**config.mk**
```make
export PLATFORM = sky130hd
export DESIGN_NAME = uart_rx_deser
export DESIGN_NICKNAME = d
export VERILOG_FILES = /design/src/rtl/uart_rx_deser.sv
export SDC_FILE = /design/constraint.sdc
export NUM_CORES = 1
export LEC_CHECK = 0
export ABC_AREA = 1
export ABC_CLOCK_PERIOD_IN_PS = 1750
export CORE_AREA = 4 4 76 50
export DETAILED_ROUTE_END_ITERATION = 12
export DIE_AREA = 0 0 80 54
export PLACE_DENSITY_LB_ADDON = 0.25
export SYNTH_ARGS = -nofsm -noshare
export SYNTH_HDL_FRONTEND = slang
export SYNTH_SLANG_ARGS = --single-unit
```
**constraint.sdc**
```tcl
create_clock -name CLK -period 1.75 [get_ports CLK]
set_input_delay 0.2625 -clock CLK [delete_from_list [all_inputs] [get_ports CLK]]
set_output_delay 0.2625 -clock CLK [all_outputs]
set_load 0.005 [all_outputs]
```
**src/rtl/uart_rx_deser.sv**
```systemverilog
// uart_rx_deser: 8N1-style UART receiver with mid-bit sampling, framing error and break handling
module uart_rx_deser #(
  parameter int DW = 8,
  parameter int SLOOP_MAX = 100
) (
  input  logic          CLK,
  input  logic          RST,
  input  logic          RX,
  output logic [DW-1:0] DOUT,
  output logic          VALID,
  output logic          FERR,
  output logic          BUSY
);
  localparam int CW = $clog2(SLOOP_MAX);
  localparam int BW = $clog2(DW + 1);
  localparam logic [CW-1:0] HALF_M1 = CW'(SLOOP_MAX / 2 - 1);
  localparam logic [CW-1:0] BIT_M1 = CW'(SLOOP_MAX - 1);
  localparam logic [BW-1:0] LAST_BIT = BW'(DW - 1);
  typedef enum logic [2:0] {IDLE, START, DATA, STOP, BREAK} state_t;
  state_t state_q, state_d;
  logic s1_q, rxs_q;
  logic [CW-1:0] cnt_q, cnt_d;
  logic [BW-1:0] bitidx_q, bitidx_d;
  logic [DW-1:0] shreg_q, shreg_d, dout_q, dout_d;
  logic valid_q, valid_d, ferr_q, ferr_d, busy_q, busy_d;
  assign DOUT = dout_q;
  assign VALID = valid_q;
  assign FERR = ferr_q;
  assign BUSY = busy_q;
  // next-state: start qualification at mid start bit, data/stop sampled once per bit period
  always_comb begin
    state_d = state_q;
    cnt_d = cnt_q + 1'b1;
    bitidx_d = bitidx_q;
    shreg_d = shreg_q;
    dout_d = dout_q;
    valid_d = 1'b0;
    ferr_d = 1'b0;
    case (state_q)
      IDLE: begin
        cnt_d = '0;
        state_d = rxs_q ? IDLE : START;
      end
      START: if (cnt_q == HALF_M1) begin
        cnt_d = '0;
        bitidx_d = '0;
        state_d = rxs_q ? IDLE : DATA;
      end
      DATA: if (cnt_q == BIT_M1) begin
        cnt_d = '0;
        shreg_d = {rxs_q, shreg_q[DW-1:1]};
        bitidx_d = bitidx_q + 1'b1;
        state_d = (bitidx_q == LAST_BIT) ? STOP : DATA;
      end
      STOP: if (cnt_q == BIT_M1) begin
        cnt_d = '0;
        state_d = rxs_q ? IDLE : BREAK;
        valid_d = rxs_q;
        ferr_d = !rxs_q;
        dout_d = rxs_q ? shreg_q : dout_q;
      end
      BREAK: begin
        cnt_d = '0;
        state_d = rxs_q ? IDLE : BREAK;
      end
      default: state_d = IDLE;
    endcase
    busy_d = (state_d != IDLE);
  end
  // synchroniser and all registered state/outputs
  always_ff @(posedge CLK) begin
    if (RST) begin
      s1_q <= 1'b1;
      rxs_q <= 1'b1;
      state_q <= IDLE;
      cnt_q <= '0;
      bitidx_q <= '0;
      shreg_q <= '0;
      dout_q <= '0;
      valid_q <= 1'b0;
      ferr_q <= 1'b0;
      busy_q <= 1'b0;
    end else begin
      s1_q <= RX;
      rxs_q <= s1_q;
      state_q <= state_d;
      cnt_q <= cnt_d;
      bitidx_q <= bitidx_d;
      shreg_q <= shreg_d;
      dout_q <= dout_d;
      valid_q <= valid_d;
      ferr_q <= ferr_d;
      busy_q <= busy_d;
    end
  end
endmodule

```
==> results.yml <==
clock_tree:
  path_clk_slew_ns: 0.07
  cts_buffers: 5
  cts_root_buf: "clkbuf_8"
  htree_num_levels: 2
  cts_tree: "done"
  clk_path_buf_depth: 2
  cts_resized: 0
  post_cts_buffers: 0
  cts.sinks: 35
  clk_latency_ns: 0.29
  hold_buffers: 0
logic_synthesis:
  synth_edf_count: 0
  synth_cell_types: 29
  synth_seq_area_share_pct: 41.95
  yosys_most_used_dff: "dfxtp_1"
  ys_seq_elements: 35
  ys_async_sr_fraction_pct: 0
  syn_area_per_cell_um2: 7.916
  synth.yosys.warnings: 0
  syn_nets: 217
  syn_area_um2: 1670
  synth_cells: 211
detailed_routing:
  wire_per_inst_um: 11.48
  wl_mm: 3.156
  drc: 0
  avgViaCountPerCell: 4.771
  vias: 1312
  dr.pass1.iters: 4
  drt_iter0_drc: 111
  ant_nets: 0
worst_setup_path:
  endpoint_kind: "flip-flop"
  critical_path_required_ns: 1.94
  start_kind: "flip-flop"
  worst_ep_arrival_time_ns: 1.74
  crit_fanout: 5
  reg2regPathDepth: 10
  crit_type: "flip-flop to flip-flop"
sta:
  setup_tns_ns: 0
  period_share_pct: 88.63
  finalMaxSlewViolations: 0
  holdWs_ns: 0.4084
  hold_viol: 0
  fin_crit_ns: 1.551
  rsz0062_at_grt: "no"
  slew_headroom_pct: 80.62
  setup-violations-final: 0
  max_slew.worst_pin.slew_ns: 0.2904
  clock.fmax_ghz: 0.6447
  finalClockSkew_ns: 0.006248
global_routing:
  grt_pass1_wl_mm: 5.609
  track_usage_pct: 17.38
  grt_pass1_vias: 1215
  grt_max_degree: 21
  grt.overflow.total: 0
  antenna_found_initial: 0
place:
  place_inst: 267
  hpwlAfterDp_mm: 2.297
  io_buffers: 13
  place_congestion: 0.8640
floorplan:
  core-area_um2: 3123
  initial_utilization_pct: 53.49
  dieArea_um2: 4320
  ios: 14
  row_count: 16
  die_h_um: 54
  die-width_um: 80
layout:
  n_antenna_cell: 0
  area_delta_synth_final_pct: 17.68
  drive_gt1_share_pct: 16.52
  utilization_pct: 62.94
  fin_nets: 235
  final_cell_mix: "dfxtp_1 (35), nor2_1 (31), inv_1 (30)"
  layout_commonest_cell: "dfxtp_1"
  final_cells: 275
worst_hold_path:
  min_path_cells: 1
  hp-class: "flip-flop to flip-flop"
run_status:
  status: "finished, final reports clean"
flow_run:
  cap_violations: 0
power:
  power.density_nw_per_um2: 828.6
  vdd_drop_max_v: 0.0006323
  p_leak_nw: 0.8824
-- power breakdown --
group	internal [mW]	switching (mW)
combinational	0.0285	0.0404
clock	0.461	0.285
sequential	0.805	0.00937
-- kinds of logic (layout without fill, tap and decap cells) --
group | count (synthesis) | in the layout | share of synthesized area [%]
AOI/OAI and AO/OA | 32 | 32 | 10.41
buffers and inverters | 38 | 57 | 9.063
and+or+nand+nor | 100 | 100 | 34.76
adders and majority gates | 3 | 3 | 2.247
xor gates and xnor gates | 3 | 3 | 1.573
DFF | 35 | 35 | 41.95
-- synth_stat cells, types with 2 or more instances --
cell	n	area (um2)
xor2_1	2	17.52
a21oi_2	2	17.52
nand2_2	2	12.51
nor2_4	3	33.78
nor2_8	2	40.04
nand3_4	3	52.55
a21oi_1	11	55.05
or2_2	2	12.51
nand2_4	5	56.30
nand2_1	29	108.9
inv_1	30	112.6
ha_1	3	37.54
o21ai_0	17	85.08
nand3_1	15	75.07
inv_2	4	15.01
dfxtp_1	35	700.7
clkbuf_1	2	7.510
nand3b_1	2	15.01
nand3_2	2	20.02
nor2_1	31	116.4
-- cell type report --
cell class                      instances  area (um2)
Sequential cell                        35       700.7
Clock inverter                          2       35.03
Clock buffer                            6       82.58
Inverter                               34       127.6
Timing Repair Buffer                   15       145.1
Fill cell                             278        1157
Tap cell                               45       56.30
Multi-Input combinational cell        138       818.3
-- per-stage QoR --
stage               setup slack (ns)  power, mW  area (um2)
floorplan                     0.3661     0.8792        1670
global placement              0.2579     0.8991        1848
detailed placement            0.2145     0.9000        1848
CTS                           0.2100      1.642        1966
global route                 0.03448      1.687        1966
finish                        0.1990      1.629        1966
-- worst paths after layout --
kind                        from          endpoint  slack [ns]
max          cnt_q[0]$_SDFF_PP0_   BUSY$_SDFF_PP0_        0.20
min              s1_q$_SDFF_PP1_  rxs_q$_SDFF_PP1_        0.41
max reg2reg  cnt_q[0]$_SDFF_PP0_   BUSY$_SDFF_PP0_        0.20
min reg2reg      s1_q$_SDFF_PP1_  rxs_q$_SDFF_PP1_        0.41
-- layer usage --
metal / share of wire (%) / global-route usage, %
met3: 6.1 / 5.017
met2: 41 / 22.94
met4: 0.32 / 8.427
met5: 0 / 0
met1: 53 / 25.38
-- flip-flops by register name, summed over array words and instances (netlist names) --
signal	cells
bitidx_q	4
shreg_q	8
s1_q	1
DOUT	8
cnt_q	7
VALID	1
rxs_q	1
BUSY	1
state_q	3
FERR	1
-- critical path, stage by stage (launching register included) --
cell and delay [ns]:
dfxtp_1 0.38, ha_1 0.32, inv_1 0.09, nor2_2 0.13, nand3_4 0.11, nand2_1 0.11, nand3_1 0.10, nand2_1 0.09
nand2_1 0.05, inv_1 0.05, nand2_1 0.04
No activity file was read; power rests on OpenSTA's default activity.
